--- config.mk ---
export PLATFORM = sky130hd
export DESIGN_NAME = axi_mem_bist_flat
export DESIGN_NICKNAME = d
export VERILOG_FILES = /design/src/rtl/axi_mem_bist_if.sv /design/src/rtl/axi_mem_bist.sv /design/src/flat_wrapper.sv
export SDC_FILE = /design/constraint.sdc
export NUM_CORES = 1
export LEC_CHECK = 0
export CORE_ASPECT_RATIO = 0.6
export CORE_MARGIN = 1.5
export CORE_UTILIZATION = 59
export DETAILED_ROUTE_END_ITERATION = 7
export DONT_BUFFER_PORTS = 1
export GPL_TIMING_DRIVEN = 0
export HOLD_SLACK_MARGIN = 0.12
export PLACE_DENSITY = 0.78
export SLEW_MARGIN = 30
export SYNTH_ARGS = -nofsm -noshare
export SYNTH_HDL_FRONTEND = slang
export SYNTH_SLANG_ARGS = --single-unit
--- constraint.sdc ---
create_clock -name soc_clk -period 4.3 [get_ports soc_clk]
set_input_delay 0.86 -clock soc_clk [delete_from_list [all_inputs] [get_ports soc_clk]]
set_output_delay 0.86 -clock soc_clk [all_outputs]
set_load 0.05 [all_outputs]
--- src/rtl/axi_mem_bist_if.sv ---
// rtl/axi_mem_bist_if.sv - AXI4 memory port bundle used by axi_mem_bist
//
// Purpose: groups the five AXI4 channels of the 32-bit memory port into one
//          interface. The BIST drives it through the master modport; the
//          SDRAM controller side (or a bench slave model) uses the slave modport.
// Signals:
//   aw*  : awid[6] awaddr[28] awlen[8] awsize[3] awburst[2] awvalid / awready
//   w*   : wdata[32] wstrb[4] wlast wvalid / wready
//   b*   : bid[6] bresp[2] bvalid / bready
//   ar*  : arid[6] araddr[28] arlen[8] arsize[3] arburst[2] arvalid / arready
//   r*   : rid[6] rdata[32] rresp[2] rlast rvalid / rready
interface axi_mem_bist_if;
   logic [5:0]  awid;
   logic [27:0] awaddr;
   logic [7:0]  awlen;
   logic [2:0]  awsize;
   logic [1:0]  awburst;
   logic        awvalid;
   logic        awready;

   logic [31:0] wdata;
   logic [3:0]  wstrb;
   logic        wlast;
   logic        wvalid;
   logic        wready;

   logic [5:0]  bid;
   logic [1:0]  bresp;
   logic        bvalid;
   logic        bready;

   logic [5:0]  arid;
   logic [27:0] araddr;
   logic [7:0]  arlen;
   logic [2:0]  arsize;
   logic [1:0]  arburst;
   logic        arvalid;
   logic        arready;

   logic [5:0]  rid;
   logic [31:0] rdata;
   logic [1:0]  rresp;
   logic        rlast;
   logic        rvalid;
   logic        rready;

   modport master (
      output awid, awaddr, awlen, awsize, awburst, awvalid,
      input  awready,
      output wdata, wstrb, wlast, wvalid,
      input  wready,
      input  bid, bresp, bvalid,
      output bready,
      output arid, araddr, arlen, arsize, arburst, arvalid,
      input  arready,
      input  rid, rdata, rresp, rlast, rvalid,
      output rready
   );

   modport slave (
      input  awid, awaddr, awlen, awsize, awburst, awvalid,
      output awready,
      input  wdata, wstrb, wlast, wvalid,
      output wready,
      output bid, bresp, bvalid,
      input  bready,
      input  arid, araddr, arlen, arsize, arburst, arvalid,
      output arready,
      output rid, rdata, rresp, rlast, rvalid,
      input  rready
   );
endinterface

--- src/rtl/axi_mem_bist.sv ---
// rtl/axi_mem_bist.sv - AXI4 write/read-back memory BIST initiator
//
// Purpose: writes num_bursts INCR bursts of BURST_LEN 32-bit beats starting at
//          an aligned base address with the pattern {4'h0,addr}^seed, then
//          reads the same range back and checks every beat. One transaction
//          is outstanding at a time.
// Ports:
//   soc_clk       in   clock, rising edge
//   soc_aresetn   in   asynchronous active-low reset
//   start_i       in   start pulse, ignored while busy_o
//   base_addr_i   in   [27:0] start byte address (burst-aligned on capture)
//   num_bursts_i  in   [15:0] bursts per phase
//   seed_i        in   [31:0] pattern seed
//   busy_o        out  test running
//   done_o        out  test finished (level until next start)
//   err_o         out  sticky error flag for the current run
//   err_cnt_o     out  [15:0] failing read beats + bad bresp, saturating
//   err_addr_o    out  [27:0] address of first failing read beat
//   mem_axi       master modport of axi_mem_bist_if
// Build option: AXI_MEM_BIST_STOP_ON_ERR_EN - end the read phase after the
//          burst holding the first failing read beat has been drained.
module axi_mem_bist #(
   parameter int unsigned BURST_LEN = 16,
   parameter logic [5:0]  AXI_ID    = 6'h00
) (
   input  logic           soc_clk,
   input  logic           soc_aresetn,
   input  logic           start_i,
   input  logic [27:0]    base_addr_i,
   input  logic [15:0]    num_bursts_i,
   input  logic [31:0]    seed_i,
   output logic           busy_o,
   output logic           done_o,
   output logic           err_o,
   output logic [15:0]    err_cnt_o,
   output logic [27:0]    err_addr_o,
   axi_mem_bist_if.master mem_axi
);
   localparam logic [27:0] ADDR_STEP  = 28'(BURST_LEN * 4);
   localparam logic [27:0] ALIGN_MASK = ~(ADDR_STEP - 28'd1);
   localparam logic [7:0]  LAST_BEAT  = 8'(BURST_LEN - 1);

   typedef enum logic [2:0] {
      S_IDLE,
      S_WA,
      S_WD,
      S_WB,
      S_RA,
      S_RD,
      S_DONE
   } state_t;

   state_t      r_state;
   state_t      w_state_nxt;

   logic [27:0] r_base;
   logic [27:0] r_addr;
   logic [15:0] r_num;
   logic [15:0] r_left;
   logic [31:0] r_seed;
   logic [7:0]  r_beat;
   logic        r_err;
   logic [15:0] r_err_cnt;
   logic [27:0] r_err_addr;
   logic        r_rd_fail;

   logic        w_awvalid;
   logic        w_wvalid;
   logic        w_bready;
   logic        w_arvalid;
   logic        w_rready;

   logic        w_start;
   logic        w_last_beat;
   logic        w_more;
   logic [27:0] w_beat_addr;
   logic [31:0] w_pattern;
   logic        w_w_hs;
   logic        w_b_hs;
   logic        w_r_hs;
   logic        w_rd_fail;
   logic [15:0] w_cnt_inc;
   logic        w_unused;

   // A start is only honoured when no test is running.
   assign w_start     = start_i && ((r_state == S_IDLE) || (r_state == S_DONE));
   assign w_last_beat = (r_beat == LAST_BEAT);
   // r_left counts the bursts still to go in this phase, including the current one.
   assign w_more      = (r_left != 16'd1);
   assign w_beat_addr = r_addr + {18'd0, r_beat, 2'b00};
   assign w_pattern   = {4'h0, w_beat_addr} ^ r_seed;

   assign w_w_hs = (r_state == S_WD) && mem_axi.wready;
   assign w_b_hs = (r_state == S_WB) && mem_axi.bvalid;
   assign w_r_hs = (r_state == S_RD) && mem_axi.rvalid;

   // rlast must appear on the final beat and nowhere else.
   assign w_rd_fail = (mem_axi.rdata != w_pattern) ||
                      (mem_axi.rresp != 2'b00) ||
                      (mem_axi.rlast != w_last_beat);

   assign w_cnt_inc = (r_err_cnt == 16'hFFFF) ? r_err_cnt : r_err_cnt + 16'd1;

   // Response IDs are not checked: only AXI_ID is ever issued.
   assign w_unused = ^{mem_axi.bid, mem_axi.rid};

`ifdef AXI_MEM_BIST_STOP_ON_ERR_EN
   logic w_stop;
   // Includes the beat being accepted so a failure on the final beat also stops.
   assign w_stop = r_rd_fail || w_rd_fail;
`endif

   always_ff @(posedge soc_clk or negedge soc_aresetn) begin
      if (!soc_aresetn) begin
         r_state <= S_IDLE;
      end else begin
         r_state <= w_state_nxt;
      end
   end

   always_comb begin
      w_state_nxt = r_state;
      w_awvalid   = 1'b0;
      w_wvalid    = 1'b0;
      w_bready    = 1'b0;
      w_arvalid   = 1'b0;
      w_rready    = 1'b0;
      case (r_state)
         S_IDLE, S_DONE: begin
            if (start_i) begin
               w_state_nxt = (num_bursts_i == 16'd0) ? S_DONE : S_WA;
            end
         end
         S_WA: begin
            w_awvalid = 1'b1;
            if (mem_axi.awready) begin
               w_state_nxt = S_WD;
            end
         end
         S_WD: begin
            w_wvalid = 1'b1;
            if (mem_axi.wready && w_last_beat) begin
               w_state_nxt = S_WB;
            end
         end
         S_WB: begin
            w_bready = 1'b1;
            if (mem_axi.bvalid) begin
               w_state_nxt = w_more ? S_WA : S_RA;
            end
         end
         S_RA: begin
            w_arvalid = 1'b1;
            if (mem_axi.arready) begin
               w_state_nxt = S_RD;
            end
         end
         S_RD: begin
            w_rready = 1'b1;
            if (mem_axi.rvalid && w_last_beat) begin
`ifdef AXI_MEM_BIST_STOP_ON_ERR_EN
               w_state_nxt = (!w_more || w_stop) ? S_DONE : S_RA;
`else
               w_state_nxt = w_more ? S_RA : S_DONE;
`endif
            end
         end
         default: begin
            w_state_nxt = S_IDLE;
         end
      endcase
   end

   always_ff @(posedge soc_clk or negedge soc_aresetn) begin
      if (!soc_aresetn) begin
         r_base     <= '0;
         r_addr     <= '0;
         r_num      <= '0;
         r_left     <= '0;
         r_seed     <= '0;
         r_beat     <= '0;
         r_err      <= 1'b0;
         r_err_cnt  <= '0;
         r_err_addr <= '0;
         r_rd_fail  <= 1'b0;
      end else begin
         if (w_start) begin
            r_base     <= base_addr_i & ALIGN_MASK;
            r_addr     <= base_addr_i & ALIGN_MASK;
            r_num      <= num_bursts_i;
            r_left     <= num_bursts_i;
            r_seed     <= seed_i;
            r_beat     <= '0;
            r_err      <= 1'b0;
            r_err_cnt  <= '0;
            r_err_addr <= '0;
            r_rd_fail  <= 1'b0;
         end

         if (w_w_hs || w_r_hs) begin
            r_beat <= w_last_beat ? 8'd0 : r_beat + 8'd1;
         end

         if (w_b_hs) begin
            if (mem_axi.bresp != 2'b00) begin
               r_err     <= 1'b1;
               r_err_cnt <= w_cnt_inc;
            end
            if (w_more) begin
               r_left <= r_left - 16'd1;
               r_addr <= r_addr + ADDR_STEP;
            end else begin
               // Write phase complete: rewind for the read-back phase.
               r_left <= r_num;
               r_addr <= r_base;
            end
         end

         if (w_r_hs) begin
            if (w_rd_fail) begin
               r_err     <= 1'b1;
               r_err_cnt <= w_cnt_inc;
               if (!r_rd_fail) begin
                  r_err_addr <= w_beat_addr;
                  r_rd_fail  <= 1'b1;
               end
            end
            if (w_last_beat && w_more) begin
               r_left <= r_left - 16'd1;
               r_addr <= r_addr + ADDR_STEP;
            end
         end
      end
   end

   assign mem_axi.awid    = AXI_ID;
   assign mem_axi.awaddr  = r_addr;
   assign mem_axi.awlen   = LAST_BEAT;
   assign mem_axi.awsize  = 3'd2;
   assign mem_axi.awburst = 2'b01;
   assign mem_axi.awvalid = w_awvalid;

   assign mem_axi.wdata   = w_pattern;
   assign mem_axi.wstrb   = 4'hF;
   assign mem_axi.wlast   = w_wvalid && w_last_beat;
   assign mem_axi.wvalid  = w_wvalid;

   assign mem_axi.bready  = w_bready;

   assign mem_axi.arid    = AXI_ID;
   assign mem_axi.araddr  = r_addr;
   assign mem_axi.arlen   = LAST_BEAT;
   assign mem_axi.arsize  = 3'd2;
   assign mem_axi.arburst = 2'b01;
   assign mem_axi.arvalid = w_arvalid;

   assign mem_axi.rready  = w_rready;

   assign busy_o     = (r_state != S_IDLE) && (r_state != S_DONE);
   assign done_o     = (r_state == S_DONE);
   assign err_o      = r_err;
   assign err_cnt_o  = r_err_cnt;
   assign err_addr_o = r_err_addr;
endmodule
--- src/flat_wrapper.sv ---
// flat-port wrapper written by rule: the top's interface ports become plain ports
module axi_mem_bist_flat 
#(
   parameter int unsigned BURST_LEN = 16,
   parameter logic [5:0]  AXI_ID    = 6'h00
)
  (soc_clk, soc_aresetn, start_i, base_addr_i, num_bursts_i, seed_i, busy_o, done_o, err_o, err_cnt_o, err_addr_o, mem_axi_awid, mem_axi_awaddr, mem_axi_awlen, mem_axi_awsize, mem_axi_awburst, mem_axi_awvalid, mem_axi_awready, mem_axi_wdata, mem_axi_wstrb, mem_axi_wlast, mem_axi_wvalid, mem_axi_wready, mem_axi_bid, mem_axi_bresp, mem_axi_bvalid, mem_axi_bready, mem_axi_arid, mem_axi_araddr, mem_axi_arlen, mem_axi_arsize, mem_axi_arburst, mem_axi_arvalid, mem_axi_arready, mem_axi_rid, mem_axi_rdata, mem_axi_rresp, mem_axi_rlast, mem_axi_rvalid, mem_axi_rready);
  axi_mem_bist_if mem_axi_i ();
  input  logic soc_clk;
  input  logic soc_aresetn;
  input  logic start_i;
  input  logic [27:0] base_addr_i;
  input  logic [15:0] num_bursts_i;
  input  logic [31:0] seed_i;
  output logic busy_o;
  output logic done_o;
  output logic err_o;
  output logic [15:0] err_cnt_o;
  output logic [27:0] err_addr_o;
  output wire logic [$bits(mem_axi_i.awid)-1:0] mem_axi_awid;
  output wire logic [$bits(mem_axi_i.awaddr)-1:0] mem_axi_awaddr;
  output wire logic [$bits(mem_axi_i.awlen)-1:0] mem_axi_awlen;
  output wire logic [$bits(mem_axi_i.awsize)-1:0] mem_axi_awsize;
  output wire logic [$bits(mem_axi_i.awburst)-1:0] mem_axi_awburst;
  output wire logic [$bits(mem_axi_i.awvalid)-1:0] mem_axi_awvalid;
  input wire logic [$bits(mem_axi_i.awready)-1:0] mem_axi_awready;
  output wire logic [$bits(mem_axi_i.wdata)-1:0] mem_axi_wdata;
  output wire logic [$bits(mem_axi_i.wstrb)-1:0] mem_axi_wstrb;
  output wire logic [$bits(mem_axi_i.wlast)-1:0] mem_axi_wlast;
  output wire logic [$bits(mem_axi_i.wvalid)-1:0] mem_axi_wvalid;
  input wire logic [$bits(mem_axi_i.wready)-1:0] mem_axi_wready;
  input wire logic [$bits(mem_axi_i.bid)-1:0] mem_axi_bid;
  input wire logic [$bits(mem_axi_i.bresp)-1:0] mem_axi_bresp;
  input wire logic [$bits(mem_axi_i.bvalid)-1:0] mem_axi_bvalid;
  output wire logic [$bits(mem_axi_i.bready)-1:0] mem_axi_bready;
  output wire logic [$bits(mem_axi_i.arid)-1:0] mem_axi_arid;
  output wire logic [$bits(mem_axi_i.araddr)-1:0] mem_axi_araddr;
  output wire logic [$bits(mem_axi_i.arlen)-1:0] mem_axi_arlen;
  output wire logic [$bits(mem_axi_i.arsize)-1:0] mem_axi_arsize;
  output wire logic [$bits(mem_axi_i.arburst)-1:0] mem_axi_arburst;
  output wire logic [$bits(mem_axi_i.arvalid)-1:0] mem_axi_arvalid;
  input wire logic [$bits(mem_axi_i.arready)-1:0] mem_axi_arready;
  input wire logic [$bits(mem_axi_i.rid)-1:0] mem_axi_rid;
  input wire logic [$bits(mem_axi_i.rdata)-1:0] mem_axi_rdata;
  input wire logic [$bits(mem_axi_i.rresp)-1:0] mem_axi_rresp;
  input wire logic [$bits(mem_axi_i.rlast)-1:0] mem_axi_rlast;
  input wire logic [$bits(mem_axi_i.rvalid)-1:0] mem_axi_rvalid;
  output wire logic [$bits(mem_axi_i.rready)-1:0] mem_axi_rready;
  assign mem_axi_awid = mem_axi_i.awid;
  assign mem_axi_awaddr = mem_axi_i.awaddr;
  assign mem_axi_awlen = mem_axi_i.awlen;
  assign mem_axi_awsize = mem_axi_i.awsize;
  assign mem_axi_awburst = mem_axi_i.awburst;
  assign mem_axi_awvalid = mem_axi_i.awvalid;
  assign mem_axi_i.awready = mem_axi_awready;
  assign mem_axi_wdata = mem_axi_i.wdata;
  assign mem_axi_wstrb = mem_axi_i.wstrb;
  assign mem_axi_wlast = mem_axi_i.wlast;
  assign mem_axi_wvalid = mem_axi_i.wvalid;
  assign mem_axi_i.wready = mem_axi_wready;
  assign mem_axi_i.bid = mem_axi_bid;
  assign mem_axi_i.bresp = mem_axi_bresp;
  assign mem_axi_i.bvalid = mem_axi_bvalid;
  assign mem_axi_bready = mem_axi_i.bready;
  assign mem_axi_arid = mem_axi_i.arid;
  assign mem_axi_araddr = mem_axi_i.araddr;
  assign mem_axi_arlen = mem_axi_i.arlen;
  assign mem_axi_arsize = mem_axi_i.arsize;
  assign mem_axi_arburst = mem_axi_i.arburst;
  assign mem_axi_arvalid = mem_axi_i.arvalid;
  assign mem_axi_i.arready = mem_axi_arready;
  assign mem_axi_i.rid = mem_axi_rid;
  assign mem_axi_i.rdata = mem_axi_rdata;
  assign mem_axi_i.rresp = mem_axi_rresp;
  assign mem_axi_i.rlast = mem_axi_rlast;
  assign mem_axi_i.rvalid = mem_axi_rvalid;
  assign mem_axi_rready = mem_axi_i.rready;
  axi_mem_bist #(.BURST_LEN(BURST_LEN), .AXI_ID(AXI_ID)) u_core (.soc_clk(soc_clk), .soc_aresetn(soc_aresetn), .start_i(start_i), .base_addr_i(base_addr_i), .num_bursts_i(num_bursts_i), .seed_i(seed_i), .busy_o(busy_o), .done_o(done_o), .err_o(err_o), .err_cnt_o(err_cnt_o), .err_addr_o(err_addr_o), .mem_axi(mem_axi_i));
endmodule
Yosys cells after proc, flatten, opt, wreduce, memory -nomap -nowiden
Cells that the tools add are included.

Flip-flop bits (word level): 171. Output and inout bits: 183.

Add/subtract/negate cells: 5. Eq/ne operators: 18. Multiplexer cells: 47. Bitwise gates (word level): 1. Reduce and logical (&&, ||, !) cells: 21.

Operators with widths (number): $mux 28 (9); $mux 16 (11); $ne 32x32->1 (1); $xor 28x32->32 (1); $add 28x10->28 (1); $add 28x7->28 const B (1); $mux 3 (8); $mux 8 (3); $pmux 3 s6 (1); $add 16x1->16 const B (1); $eq 16x16->1 const B (1); $logic_not 16->1 (1); $ne 16x1->1 const B (1); $sub 16x1->16 const B (1); $mux 1 (14); $ne 2x2->1 const B (6); $eq 3x3->1 const B (3); $logic_and 1x1->1 (9); $add 8x1->8 const B (1); $eq 8x4->1 const B (1); $eq 3x2->1 const B (2); $reduce_and 6->1 (1); $reduce_bool 2->1 (3); $logic_or 1x1->1 (4); 7 further kinds (7).

Depth between registers and ports, before layout
Depth in word-level cells: 8. Depth in mapped cells: 14. Mapped depth without buffers: 12.

Worst setup path after synthesis
No wires, ideal clock.

Path type: register to register. Start: register u_core.r_addr[2] (netlist: u_core.mem_axi.araddr[2]). End: register u_core.r_err_cnt[0] (netlist: u_core.err_cnt_o[0]). Library setup time: 0.125 ns. Arrival time: 4.448 ns. Slack: -0.273 ns. Cell stages (with the launch flop): 14. Buffers on the path: 1. Clock period less this slack: 4.573 ns. Path through: dfrtp_1 -> ha_1 -> fa_1 -> a211o_1 -> a221oi_4 -> a2111oi_2 -> xnor2_2 -> xnor3_1 -> or4_1 -> or4_1 -> o22a_1 -> buf_6 -> mux2i_1 -> mux2_2.

Cells in the longest elaborated chain, start to end: 7.

RTL lines: from (decl) (line axi_mem_bist.sv:57) `logic [27:0] r_addr;`; from (signal assigned) (line axi_mem_bist.sv:189) `r_addr <= base_addr_i & ALIGN_MASK;`; from (signal assigned) (line axi_mem_bist.sv:211) `r_addr <= r_addr + ADDR_STEP;`; from (signal assigned) (line axi_mem_bist.sv:215) `r_addr <= r_base;`; $add 28x10->28 (line axi_mem_bist.sv:90) `assign w_beat_addr = r_addr + {18'd0, r_beat, 2'b00};`; $xor 28x32->32 (line axi_mem_bist.sv:91) `assign w_pattern = {4'h0, w_beat_addr} ^ r_seed;`; $ne 32x32->1 (line axi_mem_bist.sv:98) `assign w_rd_fail = (mem_axi.rdata != w_pattern) ||`; $logic_or 1x1->1 (line axi_mem_bist.sv:98); $logic_or 1x1->1 (line axi_mem_bist.sv:99) `(mem_axi.rresp != 2'b00) ||`; $mux 16 (line axi_mem_bist.sv:220) `if (w_rd_fail) begin`; $mux 16 (line axi_mem_bist.sv:219) `if (w_r_hs) begin`; to (signal assigned) (line axi_mem_bist.sv:207) `r_err_cnt <= w_cnt_inc;`; to (signal assigned) (line axi_mem_bist.sv:222) `r_err_cnt <= w_cnt_inc;`; to (decl) (line axi_mem_bist.sv:63) `logic [15:0] r_err_cnt;`.

No other way between the ends. A chain may end at the register's enable or synchronous reset.

Worst setup path in the final report
Start: register u_core.r_addr[9] (netlist: u_core.mem_axi.araddr[9]). End: register u_core.r_err_cnt[0] (netlist: u_core.err_cnt_o[0]).

Cells in the longest elaborated chain, start to end: 7.

RTL lines: $add 28x10->28 (line axi_mem_bist.sv:90); $xor 28x32->32 (line axi_mem_bist.sv:91); net mem_axi_wdata[21] (line flat_wrapper.sv:27) `output wire logic [$bits(mem_axi_i.wdata)-1:0] mem_axi_wdata;`; $ne 32x32->1 (line axi_mem_bist.sv:98); $logic_or 1x1->1 (line axi_mem_bist.sv:98); $logic_or 1x1->1 (line axi_mem_bist.sv:99); $mux 16 (line axi_mem_bist.sv:220); $mux 16 (line axi_mem_bist.sv:219).

The timed path passes the listed nets, and every way through them passes these cells.

==> metrics.txt <==
status=finished, violations left; failing checks=DRC, setup timing; Cell variety after synth=77; Syn Area/Cell=8.41 sq um; die width=180 microns; DRT antenna net count=0; Setup WS pre-CTS=-0.832 ns; P_sw=5.12 mW; clock share of power=0.171; cell taking the most area after synthesis=dfrtp_1; first-pass detailed-route iteration total=8; number of enable flip-flop cells after synthesis=0; P_leak=6.06 nW; clock latency at the later pin of the worst-skew pair=0.45 ns; most frequent CP cell=xor2_2; Vias=10.6k; Reg area=0.00431 sq mm; vias per cell=6.31; Worst Skew=0.0111 ns; Inserted Diodes=0; ys async rst share=1.00; Worst Setup SP=u_core.mem_axi.araddr[9]; Design Power=9.81 mW; Ports=316; Port Buffer Count=0; setup_tns=-1.55 ns; critical path class=flop to flop; Worst EP arrival=4.81 ns; Synth area leaders=dfrtp_1, nand2_1, xnor2_1; worst vdd ir=0.477 mV; number of global-route vias before repair=9,750; share of layout cells above drive strength 1=0.185; initial antenna violation count=0; yosys warns=0; Logic pwr share=0.510; worst path required time=4.64 ns; top cells by count, synth=nand2_1, dfrtp_1, buf_4; Slew Limit Headroom=0.367; nets=1,568; Int Power=4.69 mW; MaxCap Viol Count=0; Flop pwr share=0.319; mapped cell area=0.0111 sq mm; Initial Util=0.610; final WL=38,500 microns; CORE AREA=0.0183 sq mm; CTS tree=done; root buf cell=clkbuf_16; DRC Markers=20; CP Cell Sequence=ha_1, buf_2, nand4_1, buf_4, nor3_4, buf_6, o211ai_1, xor2_2, xnor2_4, xor2_2, or4_4, o22a_4, buf_8, mux2i_1, mux2_4; 1st-iter DRT viols=1,341; Yosys top cell area share=0.384; Hold Slack=0.312 ns; Syn Inst Count=1,325; Inserted Clock Buffers=17; Final Hold Violating Endpoints=0; start of the worst register-to-register path=u_core.mem_axi.araddr[9]; global route overflow=0; setup violators final=16; Final Max Slew Viols=0; crit path max-delay cell type=dfrtp_2; Seq/Total Area, Yosys=0.384; part of the cycle the worst path needs=1.04; first-pass GRT wire length=56,400 microns; CP Capture Type=flop; Power Density=738 mW/mm^2; largest net degree at the start of global routing=172; Top FF cell, synth=dfrtp_1; Die ar.=0.0197 sq mm; area of the multi-input gates=0.00675 sq mm; Worst-path clk slew=0.07 ns; post-DR wirelength/cell=23.0 microns; Max Clk Rate=224 MHz; final core occ=0.728; Clock Sinks=171; #FFs+latches synth=171; post-layout min period=4.47 ns; Die H=109 microns; reg2reg path depth=15; most frequent cell after synthesis=nand2_1; crit path launch type=flop; Rows=38; Slew @ Worst Pin=0.949 ns; fillers=1,366; H-tree depth=4; worst-path maximum fanout=8; HP Class=input pin to asynchronous set/reset pin; gr usage total=0.381; deepest clock path buffer count=2; RSZ-0062 raised after global routing=true; CP peak stage delay=0.56 ns; area delta synth->final=19.4%; Post-DP HPWL=27,100 microns; switching part of the total=0.522; worst setup margin=-0.173 ns; gpl congestion=0.956
per-layer routing:
metal	wire [microns]	track usage
met5	0	0
met4	925	0.118
met3	5450	0.156
met2	16500	0.562
met1	15600	0.515
critical path: cells and delay by family (launching register included):
family / cells / cell delay, ns
XOR/XNOR: 3 / 0.98
multiplexers: 2 / 0.43
flip-flops: 1 / 0.56
AND/OR/NAND/NOR: 3 / 0.88
AO/OA/AOI/OAI: 2 / 0.42
buffers and inverters: 4 / 0.72
adder cells (fa/ha/maj): 1 / 0.36
registers in the layout (all words and copies together), names as in the netlist:
| signal | count |
|---|---|
| u_core.err_o | 1 |
| u_core.r_left | 16 |
| u_core.r_seed | 32 |
| u_core.mem_axi.araddr | 28 |
| u_core.err_addr_o | 28 |
| u_core.r_state | 3 |
| u_core.r_rd_fail | 1 |
| u_core.r_num | 16 |
| u_core.err_cnt_o | 16 |
| u_core.r_beat | 8 |
| u_core.r_base | 22 |
timing repair:
action,CTS,global route
buffers inserted,20,11
resized for setup,72,45
setup endpoints to repair,61,59
pin swaps,20,30
hold endpoints to repair,167,86
gates cloned,2,0
stage by stage:
stage	cell area, sq um	std cells
6_report	13300	1674
5_1_grt	13300	1674
4_1_cts	12900	1661
3_5_place_dp	11800	1607
3_3_place_gp	11600	1605
2_1_floorplan	11300	1365
layout by cell type, fill, tap and decap left out, types with 22 or more instances in the layout:
| cell type | n |
|---|---|
| nand2_1 | 334 |
| dfrtp_1 | 152 |
| buf_4 | 105 |
| nor2_1 | 63 |
| a21oi_1 | 53 |
| xnor2_1 | 50 |
| clkbuf_1 | 45 |
| xor2_1 | 45 |
| conb_1 | 42 |
| mux2i_1 | 40 |
| o21ai_0 | 30 |
| o22ai_1 | 24 |
| nand3_1 | 22 |
logic make-up after synthesis:
kind of cell               share of synthesized area
other                                       0.000674
and+or+nand+nor                                0.228
buffers and inverters                         0.0853
adders and majority gates                     0.0164
xor gates and xnor gates                       0.107
muxes                                         0.0424
AOI/OAI and AO/OA                              0.136
DFF                                            0.384
layout make-up:
cell class	count	share of cell area
Buffer	148	0.0681
Timing Repair Buffer	35	0.0252
Sequential cell	171	0.324
Tap cell	240	0.0226
Multi-Input combinational cell	1027	0.508
Clock buffer	21	0.0346
Clock inverter	11	0.0119
Inverter	21	0.00593
power groups by stage:
stage / clock (mW) / sequential (mW) / combinational, mW
after global routing: 1.73 / 3.18 / 5.29
final: 1.67 / 3.13 / 5.00
after CTS: 1.67 / 3.10 / 4.72
after global placement: 0 / 3.06 / 4.30
after floorplan: 0 / 2.90 / 3.69
after detailed placement: 0 / 3.09 / 4.51
final timing paths:
path,end,slack [ns]
min in group soc_clk,u_core.r_base[17],0.48
worst min register to register,u_core.r_base[17],0.48
worst min-delay path,u_core.mem_axi.araddr[13],0.31
worst max-delay path,u_core.err_cnt_o[0],-0.17
worst max register to register,u_core.err_cnt_o[0],-0.17
max in group asynchronous,u_core.mem_axi.araddr[8],3.56
Note: power is estimated with default switching activity, not from simulation.
